--- config.mk ---
export PLATFORM = sky130hd
export DESIGN_NAME = axi_read_arbiter_flat
export DESIGN_NICKNAME = d
export VERILOG_FILES = /design/src/rtl/axi_read_arbiter_if.sv /design/src/rtl/axi_read_arbiter.sv /design/src/flat_wrapper.sv
export SDC_FILE = /design/constraint.sdc
export NUM_CORES = 1
export LEC_CHECK = 0
export ABC_AREA = 1
export CAP_MARGIN = 20
export CORE_AREA = 3 3 157 159
export DETAILED_ROUTE_END_ITERATION = 16
export DIE_AREA = 0 0 160 162
export DONT_BUFFER_PORTS = 1
export HOLD_SLACK_MARGIN = 0.1
export RECOVER_POWER = 100
export SETUP_SLACK_MARGIN = 0.5
export SLEW_MARGIN = 20
export SYNTH_ARGS = -nofsm -noshare
export SYNTH_HDL_FRONTEND = slang
export SYNTH_SLANG_ARGS = --single-unit
--- constraint.sdc ---
create_clock -name clk -period 1.7 [get_ports clk]
set_input_delay 0.34 -clock clk [delete_from_list [all_inputs] [get_ports clk]]
set_output_delay 0.34 -clock clk [all_outputs]
set_load 0.01 [all_outputs]
--- src/rtl/axi_read_arbiter_if.sv ---
// +----------------------------------------------------------------------------+
// | axi_read_arbiter_if                                                        |
// | Front-end request/response and AXI AR/R signals of the read arbiter.       |
// | Rev 1.0 - initial release                                                  |
// +----------------------------------------------------------------------------+
`default_nettype none

interface axi_read_arbiter_if #(
  parameter int ID_WIDTH   = 13,
  parameter int ADDR_WIDTH = 64,
  parameter int DATA_WIDTH = 64
);
  logic [1:0]              req_valid;
  logic [1:0]              req_ready;
  logic [2*ADDR_WIDTH-1:0] req_addr;
  logic [15:0]             req_len;
  logic [5:0]              req_size;
  logic [3:0]              req_burst;
  logic [1:0]              resp_valid;
  logic [1:0]              resp_ready;
  logic [DATA_WIDTH-1:0]   resp_data;
  logic                    resp_last;
  logic                    resp_err;

  logic [ID_WIDTH-1:0]     m_axi_arid;
  logic [ADDR_WIDTH-1:0]   m_axi_araddr;
  logic [7:0]              m_axi_arlen;
  logic [2:0]              m_axi_arsize;
  logic [1:0]              m_axi_arburst;
  logic                    m_axi_arvalid;
  logic                    m_axi_arlock;
  logic [3:0]              m_axi_arcache;
  logic [2:0]              m_axi_arprot;
  logic                    m_axi_arready;
  logic [ID_WIDTH-1:0]     m_axi_rid;
  logic [DATA_WIDTH-1:0]   m_axi_rdata;
  logic [1:0]              m_axi_rresp;
  logic                    m_axi_rlast;
  logic                    m_axi_rvalid;
  logic                    m_axi_rready;

  // Arbiter side
  modport master (
    input  req_valid, req_addr, req_len, req_size, req_burst, resp_ready,
    output req_ready, resp_valid, resp_data, resp_last, resp_err,
    output m_axi_arid, m_axi_araddr, m_axi_arlen, m_axi_arsize, m_axi_arburst,
    output m_axi_arvalid, m_axi_arlock, m_axi_arcache, m_axi_arprot,
    input  m_axi_arready,
    input  m_axi_rid, m_axi_rdata, m_axi_rresp, m_axi_rlast, m_axi_rvalid,
    output m_axi_rready
  );

  // Requesters and AXI slave side
  modport slave (
    output req_valid, req_addr, req_len, req_size, req_burst, resp_ready,
    input  req_ready, resp_valid, resp_data, resp_last, resp_err,
    input  m_axi_arid, m_axi_araddr, m_axi_arlen, m_axi_arsize, m_axi_arburst,
    input  m_axi_arvalid, m_axi_arlock, m_axi_arcache, m_axi_arprot,
    output m_axi_arready,
    output m_axi_rid, m_axi_rdata, m_axi_rresp, m_axi_rlast, m_axi_rvalid,
    input  m_axi_rready
  );
endinterface

`default_nettype wire

--- src/rtl/axi_read_arbiter.sv ---
// +----------------------------------------------------------------------------+
// | axi_read_arbiter                                                           |
// | Round-robin share of one AXI read channel between fetch (0) and load (1).  |
// | Optional beat checker: define ARB_BEAT_CHECK_EN.                           |
// | Rev 1.0 - initial release                                                  |
// +----------------------------------------------------------------------------+
`default_nettype none

module axi_read_arbiter #(
  parameter int ID_WIDTH   = 13,
  parameter int ADDR_WIDTH = 64,
  parameter int DATA_WIDTH = 64
) (
  input  wire logic             clk,
  input  wire logic             reset,
  axi_read_arbiter_if.master    bus,
  output logic                  proto_err
);

  typedef enum logic [1:0] {
    S_IDLE = 2'd0,
    S_ADDR = 2'd1,
    S_DATA = 2'd2
  } state_t;

  state_t                r_state;
  state_t                w_next_state;
  logic                  r_grant;
  logic                  r_last_grant;
  logic [ADDR_WIDTH-1:0] r_addr;
  logic [7:0]            r_len;
  logic [2:0]            r_size;
  logic [1:0]            r_burst;

  logic                  w_req_any;
  logic                  w_grant;
  logic [1:0]            w_req_ready;
  logic [1:0]            w_resp_valid;
  logic                  w_arvalid;
  logic                  w_rready;
  logic                  w_resp_last;
  logic                  w_resp_err;
  logic [ID_WIDTH-1:0]   w_arid;

  assign w_req_any = |bus.req_valid;
  // With both requesting, the port that did not win last time goes next.
  assign w_grant   = (bus.req_valid == 2'b11) ? ~r_last_grant : bus.req_valid[1];
  assign w_arid    = {{(ID_WIDTH-1){1'b0}}, r_grant};

  always_comb begin
    w_next_state = r_state;
    w_req_ready  = 2'b00;
    w_resp_valid = 2'b00;
    w_arvalid    = 1'b0;
    w_rready     = 1'b0;
    w_resp_last  = 1'b0;
    w_resp_err   = 1'b0;
    case (r_state)
      S_IDLE: begin
        if (w_req_any) begin
          w_req_ready[w_grant] = 1'b1;
          w_next_state         = S_ADDR;
        end
      end
      S_ADDR: begin
        w_arvalid = 1'b1;
        if (bus.m_axi_arready) begin
          w_next_state = S_DATA;
        end
      end
      S_DATA: begin
        w_resp_valid[r_grant] = bus.m_axi_rvalid;
        w_rready              = bus.resp_ready[r_grant];
        w_resp_last           = bus.m_axi_rlast;
        w_resp_err            = (bus.m_axi_rresp != 2'b00);
        if (bus.m_axi_rvalid && w_rready && bus.m_axi_rlast) begin
          w_next_state = S_IDLE;
        end
      end
      default: w_next_state = S_IDLE;
    endcase
  end

  always_ff @(posedge clk) begin
    if (reset) begin
      r_state      <= S_IDLE;
      r_grant      <= 1'b0;
      r_last_grant <= 1'b1;
      r_addr       <= '0;
      r_len        <= '0;
      r_size       <= '0;
      r_burst      <= '0;
    end else begin
      r_state <= w_next_state;
      if (r_state == S_IDLE && w_req_any) begin
        r_grant      <= w_grant;
        r_last_grant <= w_grant;
        r_addr       <= w_grant ? bus.req_addr[2*ADDR_WIDTH-1:ADDR_WIDTH]
                                : bus.req_addr[ADDR_WIDTH-1:0];
        r_len        <= w_grant ? bus.req_len[15:8]   : bus.req_len[7:0];
        r_size       <= w_grant ? bus.req_size[5:3]   : bus.req_size[2:0];
        r_burst      <= w_grant ? bus.req_burst[3:2]  : bus.req_burst[1:0];
      end
    end
  end

  assign bus.req_ready     = w_req_ready;
  assign bus.resp_valid    = w_resp_valid;
  assign bus.resp_data     = bus.m_axi_rdata;
  assign bus.resp_last     = w_resp_last;
  assign bus.resp_err      = w_resp_err;
  assign bus.m_axi_arid    = w_arid;
  assign bus.m_axi_araddr  = r_addr;
  assign bus.m_axi_arlen   = r_len;
  assign bus.m_axi_arsize  = r_size;
  assign bus.m_axi_arburst = r_burst;
  assign bus.m_axi_arvalid = w_arvalid;
  assign bus.m_axi_arlock  = 1'b0;
  assign bus.m_axi_arcache = 4'b0000;
  assign bus.m_axi_arprot  = 3'b000;
  assign bus.m_axi_rready  = w_rready;

`ifdef ARB_BEAT_CHECK_EN
  logic [7:0] r_beat_cnt;
  logic       r_proto_err;
  logic       w_beat;

  assign w_beat = (r_state == S_DATA) && bus.m_axi_rvalid && w_rready;

  // r_beat_cnt is the zero-based index of the beat being accepted.
  always_ff @(posedge clk) begin
    if (reset) begin
      r_beat_cnt  <= 8'd0;
      r_proto_err <= 1'b0;
    end else begin
      if (r_state == S_ADDR && bus.m_axi_arready) begin
        r_beat_cnt <= 8'd0;
      end else if (w_beat) begin
        r_beat_cnt <= r_beat_cnt + 8'd1;
      end
      if (w_beat && ((bus.m_axi_rid != w_arid) ||
                     ( bus.m_axi_rlast && r_beat_cnt != r_len) ||
                     (!bus.m_axi_rlast && r_beat_cnt == r_len))) begin
        r_proto_err <= 1'b1;
      end
    end
  end

  assign proto_err = r_proto_err;
`else
  assign proto_err = 1'b0;
`endif

endmodule

`default_nettype wire

--- src/flat_wrapper.sv ---
// flat-port wrapper written by rule: the top's interface ports become plain ports
module axi_read_arbiter_flat 
#(
  parameter int ID_WIDTH   = 13,
  parameter int ADDR_WIDTH = 64,
  parameter int DATA_WIDTH = 64
)
  (clk, reset, proto_err, bus_req_valid, bus_req_addr, bus_req_len, bus_req_size, bus_req_burst, bus_resp_ready, bus_req_ready, bus_resp_valid, bus_resp_data, bus_resp_last, bus_resp_err, bus_m_axi_arid, bus_m_axi_araddr, bus_m_axi_arlen, bus_m_axi_arsize, bus_m_axi_arburst, bus_m_axi_arvalid, bus_m_axi_arlock, bus_m_axi_arcache, bus_m_axi_arprot, bus_m_axi_arready, bus_m_axi_rid, bus_m_axi_rdata, bus_m_axi_rresp, bus_m_axi_rlast, bus_m_axi_rvalid, bus_m_axi_rready);
  axi_read_arbiter_if #(.ID_WIDTH(ID_WIDTH), .ADDR_WIDTH(ADDR_WIDTH), .DATA_WIDTH(DATA_WIDTH)) bus_i ();
  input  wire logic clk;
  input  wire logic reset;
  output logic proto_err;
  input wire logic [$bits(bus_i.req_valid)-1:0] bus_req_valid;
  input wire logic [$bits(bus_i.req_addr)-1:0] bus_req_addr;
  input wire logic [$bits(bus_i.req_len)-1:0] bus_req_len;
  input wire logic [$bits(bus_i.req_size)-1:0] bus_req_size;
  input wire logic [$bits(bus_i.req_burst)-1:0] bus_req_burst;
  input wire logic [$bits(bus_i.resp_ready)-1:0] bus_resp_ready;
  output wire logic [$bits(bus_i.req_ready)-1:0] bus_req_ready;
  output wire logic [$bits(bus_i.resp_valid)-1:0] bus_resp_valid;
  output wire logic [$bits(bus_i.resp_data)-1:0] bus_resp_data;
  output wire logic [$bits(bus_i.resp_last)-1:0] bus_resp_last;
  output wire logic [$bits(bus_i.resp_err)-1:0] bus_resp_err;
  output wire logic [$bits(bus_i.m_axi_arid)-1:0] bus_m_axi_arid;
  output wire logic [$bits(bus_i.m_axi_araddr)-1:0] bus_m_axi_araddr;
  output wire logic [$bits(bus_i.m_axi_arlen)-1:0] bus_m_axi_arlen;
  output wire logic [$bits(bus_i.m_axi_arsize)-1:0] bus_m_axi_arsize;
  output wire logic [$bits(bus_i.m_axi_arburst)-1:0] bus_m_axi_arburst;
  output wire logic [$bits(bus_i.m_axi_arvalid)-1:0] bus_m_axi_arvalid;
  output wire logic [$bits(bus_i.m_axi_arlock)-1:0] bus_m_axi_arlock;
  output wire logic [$bits(bus_i.m_axi_arcache)-1:0] bus_m_axi_arcache;
  output wire logic [$bits(bus_i.m_axi_arprot)-1:0] bus_m_axi_arprot;
  input wire logic [$bits(bus_i.m_axi_arready)-1:0] bus_m_axi_arready;
  input wire logic [$bits(bus_i.m_axi_rid)-1:0] bus_m_axi_rid;
  input wire logic [$bits(bus_i.m_axi_rdata)-1:0] bus_m_axi_rdata;
  input wire logic [$bits(bus_i.m_axi_rresp)-1:0] bus_m_axi_rresp;
  input wire logic [$bits(bus_i.m_axi_rlast)-1:0] bus_m_axi_rlast;
  input wire logic [$bits(bus_i.m_axi_rvalid)-1:0] bus_m_axi_rvalid;
  output wire logic [$bits(bus_i.m_axi_rready)-1:0] bus_m_axi_rready;
  assign bus_i.req_valid = bus_req_valid;
  assign bus_i.req_addr = bus_req_addr;
  assign bus_i.req_len = bus_req_len;
  assign bus_i.req_size = bus_req_size;
  assign bus_i.req_burst = bus_req_burst;
  assign bus_i.resp_ready = bus_resp_ready;
  assign bus_req_ready = bus_i.req_ready;
  assign bus_resp_valid = bus_i.resp_valid;
  assign bus_resp_data = bus_i.resp_data;
  assign bus_resp_last = bus_i.resp_last;
  assign bus_resp_err = bus_i.resp_err;
  assign bus_m_axi_arid = bus_i.m_axi_arid;
  assign bus_m_axi_araddr = bus_i.m_axi_araddr;
  assign bus_m_axi_arlen = bus_i.m_axi_arlen;
  assign bus_m_axi_arsize = bus_i.m_axi_arsize;
  assign bus_m_axi_arburst = bus_i.m_axi_arburst;
  assign bus_m_axi_arvalid = bus_i.m_axi_arvalid;
  assign bus_m_axi_arlock = bus_i.m_axi_arlock;
  assign bus_m_axi_arcache = bus_i.m_axi_arcache;
  assign bus_m_axi_arprot = bus_i.m_axi_arprot;
  assign bus_i.m_axi_arready = bus_m_axi_arready;
  assign bus_i.m_axi_rid = bus_m_axi_rid;
  assign bus_i.m_axi_rdata = bus_m_axi_rdata;
  assign bus_i.m_axi_rresp = bus_m_axi_rresp;
  assign bus_i.m_axi_rlast = bus_m_axi_rlast;
  assign bus_i.m_axi_rvalid = bus_m_axi_rvalid;
  assign bus_m_axi_rready = bus_i.m_axi_rready;
  axi_read_arbiter #(.ID_WIDTH(ID_WIDTH), .ADDR_WIDTH(ADDR_WIDTH), .DATA_WIDTH(DATA_WIDTH)) u_core (.clk(clk), .reset(reset), .bus(bus_i), .proto_err(proto_err));
endmodule
**Word-level counts from Yosys, hierarchy flattened**

Cells that the tools add are included.

- Bits in registers: 81
- Input port bits: 242
- Output and inout bits: 171
- Logic and storage cells: 50

- Magnitude comparators: 4
- Eq/ne operators: 6
- Mux-type cells: 22
- Bitwise operators: 2
- Reduce and logical (&&, ||, !) cells: 9

Operators with widths:

| operator | number |
|---|---|
| 64-bit 2-to-1 mux | 1 |
| 2-bit 2-to-1 mux | 7 |
| 1-bit 2-to-1 mux | 9 |
| 8-bit 2-to-1 mux | 1 |
| 2-bit case mux with 3 select lines | 1 |
| 1-bit logical AND | 5 |
| 2-bit == test (second input constant) | 2 |
| 1-bit by 2-bit less-than comparator with 1-bit output (second input constant) | 2 |
| 2-bit by 1-bit != test with 1-bit output (second input constant) | 2 |
| 3-bit 2-to-1 mux | 1 |
| 3-bit AND reduction | 1 |
| 2-bit AND | 1 |
| 1-bit demux with 1-bit select | 2 |
| 2-bit by 1-bit == test with 1-bit output (second input constant) | 1 |
| 1-bit greater-or-equal comparator (second input constant) | 2 |
| 2-bit zero test | 1 |
| 2-bit != test (second input constant) | 1 |
| 2-bit nonzero test | 1 |
| 2-bit OR reduction | 1 |
| 1-bit NOT | 1 |

**Longest topological paths before layout**

Gate-level depths: netlist (run 1).

- Depth in word-level cells: 8
- Mapped depth: 8
- Gate-level depth less buffers: 6

**Worst setup path before layout (run 1)**

No wires, ideal clock.

- Kind: input to output
- From: input port bus_req_valid[1]
- To: output port bus_req_ready[1]
- Arrival time: 1.129 ns
- Required time: 1.360 ns
- Setup slack: 0.231 ns
- Stages on the path: 7
- Buffers on the path: 3
- Cells stage by stage: buf_2 -> nand2_2 -> buf_4 -> buf_4 -> inv_1 -> nand2_1 -> inv_1

- Word-level cells in the longest chain between the ends: 8
- Elaborated cells on any way between the ends: 10
- Classes of those cells: 2 x order compare; 1 x eq/ne; 5 x mux; 2 x reduce/logical

Ends and longest elaborated chain:

| element | RTL line | RTL |
|---|---|---|
| start, declared | flat_wrapper.sv:13 | `input wire logic [$bits(bus_i.req_valid)-1:0] bus_req_valid;` |
| 2-bit == test | axi_read_arbiter.sv:47 | `assign w_grant = (bus.req_valid == 2'b11) ? ~r_last_grant : bus.req_valid[1];` |
| 1-bit 2-to-1 mux | axi_read_arbiter.sv:47 |  |
| 1-bit by 2-bit less-than comparator with 1-bit output (implied by the code) or 1-bit greater-or-equal comparator (tied branches) | axi_read_arbiter.sv:61 | `w_req_ready[w_grant] = 1'b1;` |
| 1-bit logical AND (implied by the code) | axi_read_arbiter.sv:61 |  |
| 1-bit 2-to-1 mux (implied by the code) | axi_read_arbiter.sv:61 |  |
| 1-bit demux with 1-bit select | -- |  |
| 2-bit 2-to-1 mux * | axi_read_arbiter.sv:60 | `if (w_req_any) begin` |
| 2-bit 2-to-1 mux * | axi_read_arbiter.sv:58 | `case (r_state)` |
| end, declared | flat_wrapper.sv:19 | `output wire logic [$bits(bus_i.req_ready)-1:0] bus_req_ready;` |

Every way passes the cells marked *; elsewhere a longest branch is shown, timed or not.

**Worst setup path in the final report (run 1)**

- From: register u_core.r_state[1]
- To: output port bus_resp_valid[1]

- Word-level cells in the longest chain between the ends: 2

Ends and longest elaborated chain:

| element | RTL line | RTL |
|---|---|---|
| start, declared | axi_read_arbiter.sv:26 | `state_t r_state;` |
| start signal, assigned | axi_read_arbiter.sv:94 | `r_state <= w_next_state;` |
| 2-bit == test | axi_read_arbiter.sv:58 |  |
| 2-bit 2-to-1 mux | axi_read_arbiter.sv:58 |  |
| end, declared | flat_wrapper.sv:20 | `output wire logic [$bits(bus_i.resp_valid)-1:0] bus_resp_valid;` |

No other way between the ends.

==> impl_metrics.toml, run 1 <==
[status]
status = "finished clean"

[power_and_ir_drop]
power.density_nw_per_um2 = 1030
ir_drop_v = 0.000456
p_leak_nw = 2.86

[yosys]
synth_compound_area_share_pct = 9.28
synth-warning-count = 0
post_synth_mux_area_share_pct = 0
syn_area_per_cell_um2 = 6.40
synth-xor-area-share_pct = 0
synth-simple-area-share_pct = 35.5
synth_cell_types = 16
synth_top_family_by_area = "simple AND/OR/NAND/NOR gates"
ys_ff_latch = 81
synthAdderAreaFrac_pct = 0
ys_seq_area_share_pct = 35.3
syn_inst = 719
syn_area_um2 = 4600

[sta]
slew_viol_final = 0
skew_ns = 0.00932
period_needed_ns = 1.56
setup_tns_ns = 0
worst_slack_ns = 0.141
grt_setup_unrepaired = "yes"
hold-worst-slack_ns = 0.0490
setup_viol = 0
hold_viol = 0
max_freq_mhz = 641
fin_crit_sh_pct = 91.7

[worst_setup_path]
cp_max_fo = 5
crit_type = "flip-flop to primary output"
end_kind = "primary output"
r2r_end = "u_core.bus.m_axi_araddr[32]"
startpoint_type = "flip-flop"
rr_worst_depth = 8
r2r_start = "u_core.r_state[0]"
crit_required_ns = 1.36
cp.arrival_ns = 1.22
rrSetupSlack_ns = 0.15

[cts]
cts_buffer_depth = 2
numClockSinks = 81
clk-insertion-delay-late_ns = 0.35
cts_tree = "yes"
root_buffer = "clkbuf_16"
cts_buffers = 9
htree_levels = 3
clk_pin_slew_worst_paths_ns = 0.07

[global_route]
first_global_vias = 4253
grt_max_degree = 82
gr-total-overflow = 0
grt_pass1_wl_um = 28100
antenna_found_initial = 0
groute.usage.overall_pct = 15.0

[floorplan]
die_area_um2 = 25900
initial_utilization_pct = 19.7
boundaryPins = 413
die_h_um = 162
rows = 56
die_x_um = 160
core_um2 = 23400

[worst_hold_path]
hold_class = "input port to flip-flop"
hold_end = "u_core.bus.m_axi_araddr[48]"
hold-path-cell-count = 1
min_from = "reset"

[run]
drv_cap = 0

[place]
routabilityCongestion = 0.782
pre_cts_ws_ns = 0.269
portBuffers = 0
hpwlAfterDp_um = 10100

[detailed_routing]
drtIter0Drc = 268
drt_first_pass_iters = 4
remaining_drc_errors = 0
totalWireLength_um = 20800
vias = 4532
drt-wirelength-per-cell_um = 21.0
avgViaCountPerCell = 4.58
ant_nets = 0

[cells_and_area]
antenna_cells = 0
fin_nets = 908
area_growth_pct = 36.9
drive_above_1_share_pct = 32.2
[layer usage]
metal  track usage, %  wire length [um]  share of wire, %  up-vias
li1                 -                 -                 -     2076
met4             5.72               844               4.1        0
met1             18.4              8190                39     2130
met2             24.5              9750                47      272
met5                0                 0                 0        -
met3             5.15              1970               9.5       54
[cell usage in the layout (no fill, tap or decap), drive strengths merged, types with 2 or more instances in the layout]
cell    instances
clkinv          2
inv            14
nand2         322
conb           21
nor3            2
nand3          77
buf            43
clkbuf         16
dfxtp          81
a21oi          82
nor2            7
[Yosys cell counts]
cell type / number / area share [%]
nand2_1: 320 / 26
buf_4: 90 / 15
a21oi_1: 82 / 8.9
dfxtp_1: 81 / 35
nand3_1: 77 / 8.4
clkbuf_1: 24 / 2.0
buf_2: 21 / 2.3
inv_1: 10 / 0.82
nor2_1: 6 / 0.49
nor3_1: 2 / 0.22
buf_1: 1 / 0.082
conb_1: 1 / 0.082
inv_2: 1 / 0.082
nand2_2: 1 / 0.14
nor2_2: 1 / 0.14
o21ai_4: 1 / 0.35
[critical path, stage by stage (launching register included)]
cell and delay (ns):
dfxtp_4 0.37, inv_1 0.07, nor2_4 0.11, inv_4 0.06, nor3_2 0.26
[cells by family after synthesis]
kind of cell	after synthesis
flip-flops	81
AO/OA/AOI/OAI	83
other	1
buffers and inverters	147
AND/OR/NAND/NOR	407
[where the power goes]
part           internal [mW]  switching [mW]
Clock                   1.16           0.906
Combinational          0.934            1.16
Sequential              2.09           0.238
[sequential cells by signal, indices dropped and copies added (netlist names)]
signal / flops
u_core.r_state: 2
u_core.bus.m_axi_arburst: 2
u_core.bus.m_axi_arsize: 3
u_core.bus.m_axi_araddr: 64
u_core.bus.m_axi_arlen: 8
u_core.r_grant: 1
u_core.r_last_grant: 1
[how the worst max path moves through the flow]
stage	end	slack [ns]	depth (start not counted)	start
4_1_cts	bus_m_axi_rready	0.17	4	u_core.r_state[1]
6_report	bus_resp_valid[1]	0.14	4	u_core.r_state[1]
2_1_floorplan	bus_req_ready[1]	0.44	7	bus_req_valid[1]
3_3_place_gp	u_core.bus.m_axi_araddr[33]	0.29	6	u_core.r_state[1]
3_5_place_dp	u_core.bus.m_axi_araddr[33]	0.27	6	u_core.r_state[1]
5_1_grt	u_core.bus.m_axi_araddr[21]	0.07	9	u_core.r_state[0]
[area by class of cell]
| cell class | count | area (um2) |
|---|---|---|
| fillers | 2565 | 17100 |
| clock buffers | 9 | 225 |
| repair buffers | 51 | 966 |
| inverters | 11 | 63.8 |
| flip-flops and latches | 81 | 1630 |
| clock inverters | 7 | 76.3 |
| multi-input cells | 512 | 2930 |
| well taps | 319 | 399 |
[per-stage QoR]
step | area [um2] | total power, mW | cells | util (%)
global placement | 4350 | 3.25 | 931 | 18.6
floorplan | 4760 | 3.27 | 739 | -
CTS | 6010 | 6.47 | 989 | 25.7
finish | 6290 | 6.48 | 990 | 26.9
global route | 6290 | 6.85 | 990 | 26.9
detailed placement | 4350 | 3.26 | 931 | 18.6
[what timing repair did]
item,in CTS,in global routing
endpoints found under the setup margin,87,89
pin swaps,40,76
gates cloned,25,0
hold endpoints to repair,81,80
buffers inserted,17,1
gates resized for setup,161,163
Note: power is estimated with default switching activity, not from simulation.
==> run 2: changes to the inputs <==
--- a/config.mk
+++ b/config.mk
@@ -6,13 +6,12 @@
 export NUM_CORES = 1
 export LEC_CHECK = 0
 export ABC_AREA = 1
+export BUFFER_PORTS_ARGS = -buffer_cell sky130_fd_sc_hd__buf_4
 export CAP_MARGIN = 20
 export CORE_AREA = 3 3 157 159
 export DETAILED_ROUTE_END_ITERATION = 16
 export DIE_AREA = 0 0 160 162
-export DONT_BUFFER_PORTS = 1
 export HOLD_SLACK_MARGIN = 0.1
-export RECOVER_POWER = 100
 export SETUP_SLACK_MARGIN = 0.5
 export SLEW_MARGIN = 20
 export SYNTH_ARGS = -nofsm -noshare
==> run 2 against run 1 <==
Effect of this change: design area grew 23%; cell count grew 25%; worst setup slack lost 0.038 ns; count of clock-buffer cells in the layout is the same; first-iteration DRC count shrank 21%; routed wire length shrank 5.5%; via count grew 15%; total power grew 1.8%; largest power group is now combinational logic.
==> impl_metrics.toml, run 2 (same netlist as run 1, synthesis figures left out) <==
[cells_and_area]
largest_reg_flops = 64
stdcell_area_um2 = 7730
postLayoutCoreUtil_pct = 33.0
drive_above_1_share_pct = 46.7
layout_common_cells = "nand2_1 (265), buf_4 (254), nand3_1 (77), dfxtp_1 (70), a21oi_1 (48)"
antenna_cells = 0
area_growth_pct = 68.1
layout_commonest_cell = "nand2_1"
fin_nets = 1152

[detailed_routing]
drt_first_pass_iters = 4
drt-wirelength-per-cell_um = 15.9
avgViaCountPerCell = 4.21
remaining_drc_errors = 0
vias = 5199
drtIter0Drc = 211
ant_nets = 0
totalWireLength_um = 19600

[worst_setup_path]
end_kind = "primary output"
r2r_start = "u_core.r_state[1]"
cp.arrival_ns = 1.26
startpoint_type = "flip-flop"
worstSetupStartpoint = "u_core.r_state[1]"
crit_required_ns = 1.36
crit_type = "flip-flop to primary output"
cp_max_fo = 3

[cts]
clk_pin_slew_worst_paths_ns = 0.06
cts_buffer_depth = 2
ctsHoldBuffers = 0
htree_levels = 3
cts_tree = "yes"
root_buffer = "clkbuf_16"
numClockSinks = 81
cts_buffers = 9
clk-insertion-delay-late_ns = 0.34

[power_and_ir_drop]
ir_drop_v = 0.000447
power.density_nw_per_um2 = 854
p_leak_nw = 3.76
total_power_mw = 6.60

[global_route]
gr-total-overflow = 0
groute.usage.overall_pct = 13.7
first_global_vias = 4770
grt_max_degree = 82
antenna_found_initial = 0
grt_pass1_wl_um = 27400

[floorplan]
boundaryPins = 413
die_h_um = 162
die_x_um = 160
core_um2 = 23400
initial_utilization_pct = 19.7
rows = 56
die_area_um2 = 25900

[sta]
hold_viol = 0
setup_tns_ns = 0
skew_ns = 0.00914
max_freq_mhz = 626
hold-worst-slack_ns = 0.266
fin_crit_sh_pct = 94.0
slew_viol_final = 0
grt_setup_unrepaired = "yes"
period_needed_ns = 1.60
setup_viol = 0

[place]
routabilityCongestion = 0.774
hpwlAfterDp_um = 11700
portBuffers = 250
placed_cell_area_um2 = 6320

[status]
status = "finished clean"

[run]
drv_cap = 0

[worst_hold_path]
min_from = "bus_m_axi_arready"
hold_class = "input port to flip-flop"
[run 2: cell types whose count changed in the layout (fill, tap and decap cells not counted), sizes merged]
| cell | before | now |
|---|---|---|
| buf | 43 | 291 |
| bufinv | 1 | 0 |
| nand2 | 322 | 321 |
| bufbuf | 1 | 2 |
| clkbuf | 16 | 11 |
| inv | 14 | 12 |
| clkinvlp | 1 | 3 |
| clkinv | 2 | 4 |
[run 2: cell type report]
| class | count | area, um2 |
|---|---|---|
| Clock buffer | 9 | 225 |
| Fill cell | 2561 | 15700 |
| Timing Repair Buffer | 295 | 2800 |
| Tap cell | 319 | 399 |
| Multi-Input combinational cell | 511 | 2520 |
| Sequential cell | 81 | 1640 |
| Timing Repair inverter | 1 | 16.3 |
| Inverter | 11 | 72.6 |
| Clock inverter | 7 | 53.8 |
[run 2: path summary, 6_finish.rpt]
path | end | slack (ns) | cells after the start
max | bus_req_ready[0] | 0.10 | 5
min | u_core.r_state[1] | 0.27 | 3
max reg2reg | u_core.bus.m_axi_araddr[21] | 0.14 | 8
min reg2reg | u_core.bus.m_axi_araddr[31] | 0.46 | 2
[run 2: per-stage QoR]
| step | std cells | worst slack [ns] |
|---|---|---|
| floorplan | 739 | 0.440 |
| global placement | 1183 | 0.266 |
| detailed placement | 1183 | 0.261 |
| CTS | 1229 | 0.0476 |
| global route | 1234 | 0.0506 |
| finish | 1234 | 0.102 |
[run 2: report_power, final]
| group | leakage, nW | internal, mW | total [mW] | switching, mW |
|---|---|---|---|---|
| combinational | 2.96 | 1.31 | 2.53 | 1.22 |
| sequential | 0.671 | 2.09 | 2.20 | 0.116 |
| clock | 0.128 | 1.00 | 1.87 | 0.869 |
| total | 3.76 | 4.40 | 6.60 | 2.21 |
[run 2: worst max-delay path, stage by stage (launching register included)]
cell and delay, ns:
dfxtp_4 0.36, nor2_4 0.16, o21ai_4 0.09, buf_12 0.13, nor2_4 0.08, buf_6 0.11
[run 2: routing by layer]
layer	global-route usage, %	vias to the layer above	part of all wire [%]
met1	16.4	2347	39
met2	23.3	261	49
met5	0	-	0
li1	-	2558	-
met4	4.69	0	2.1
met3	4.46	33	9.3
[run 2: what timing repair did]
item / CTS / global route
gates resized for setup: 70 / 94
endpoints found under the setup margin: 89 / 94
pin swaps: 9 / 16
setup buffers: 15 / 1
cloned: 15 / 4
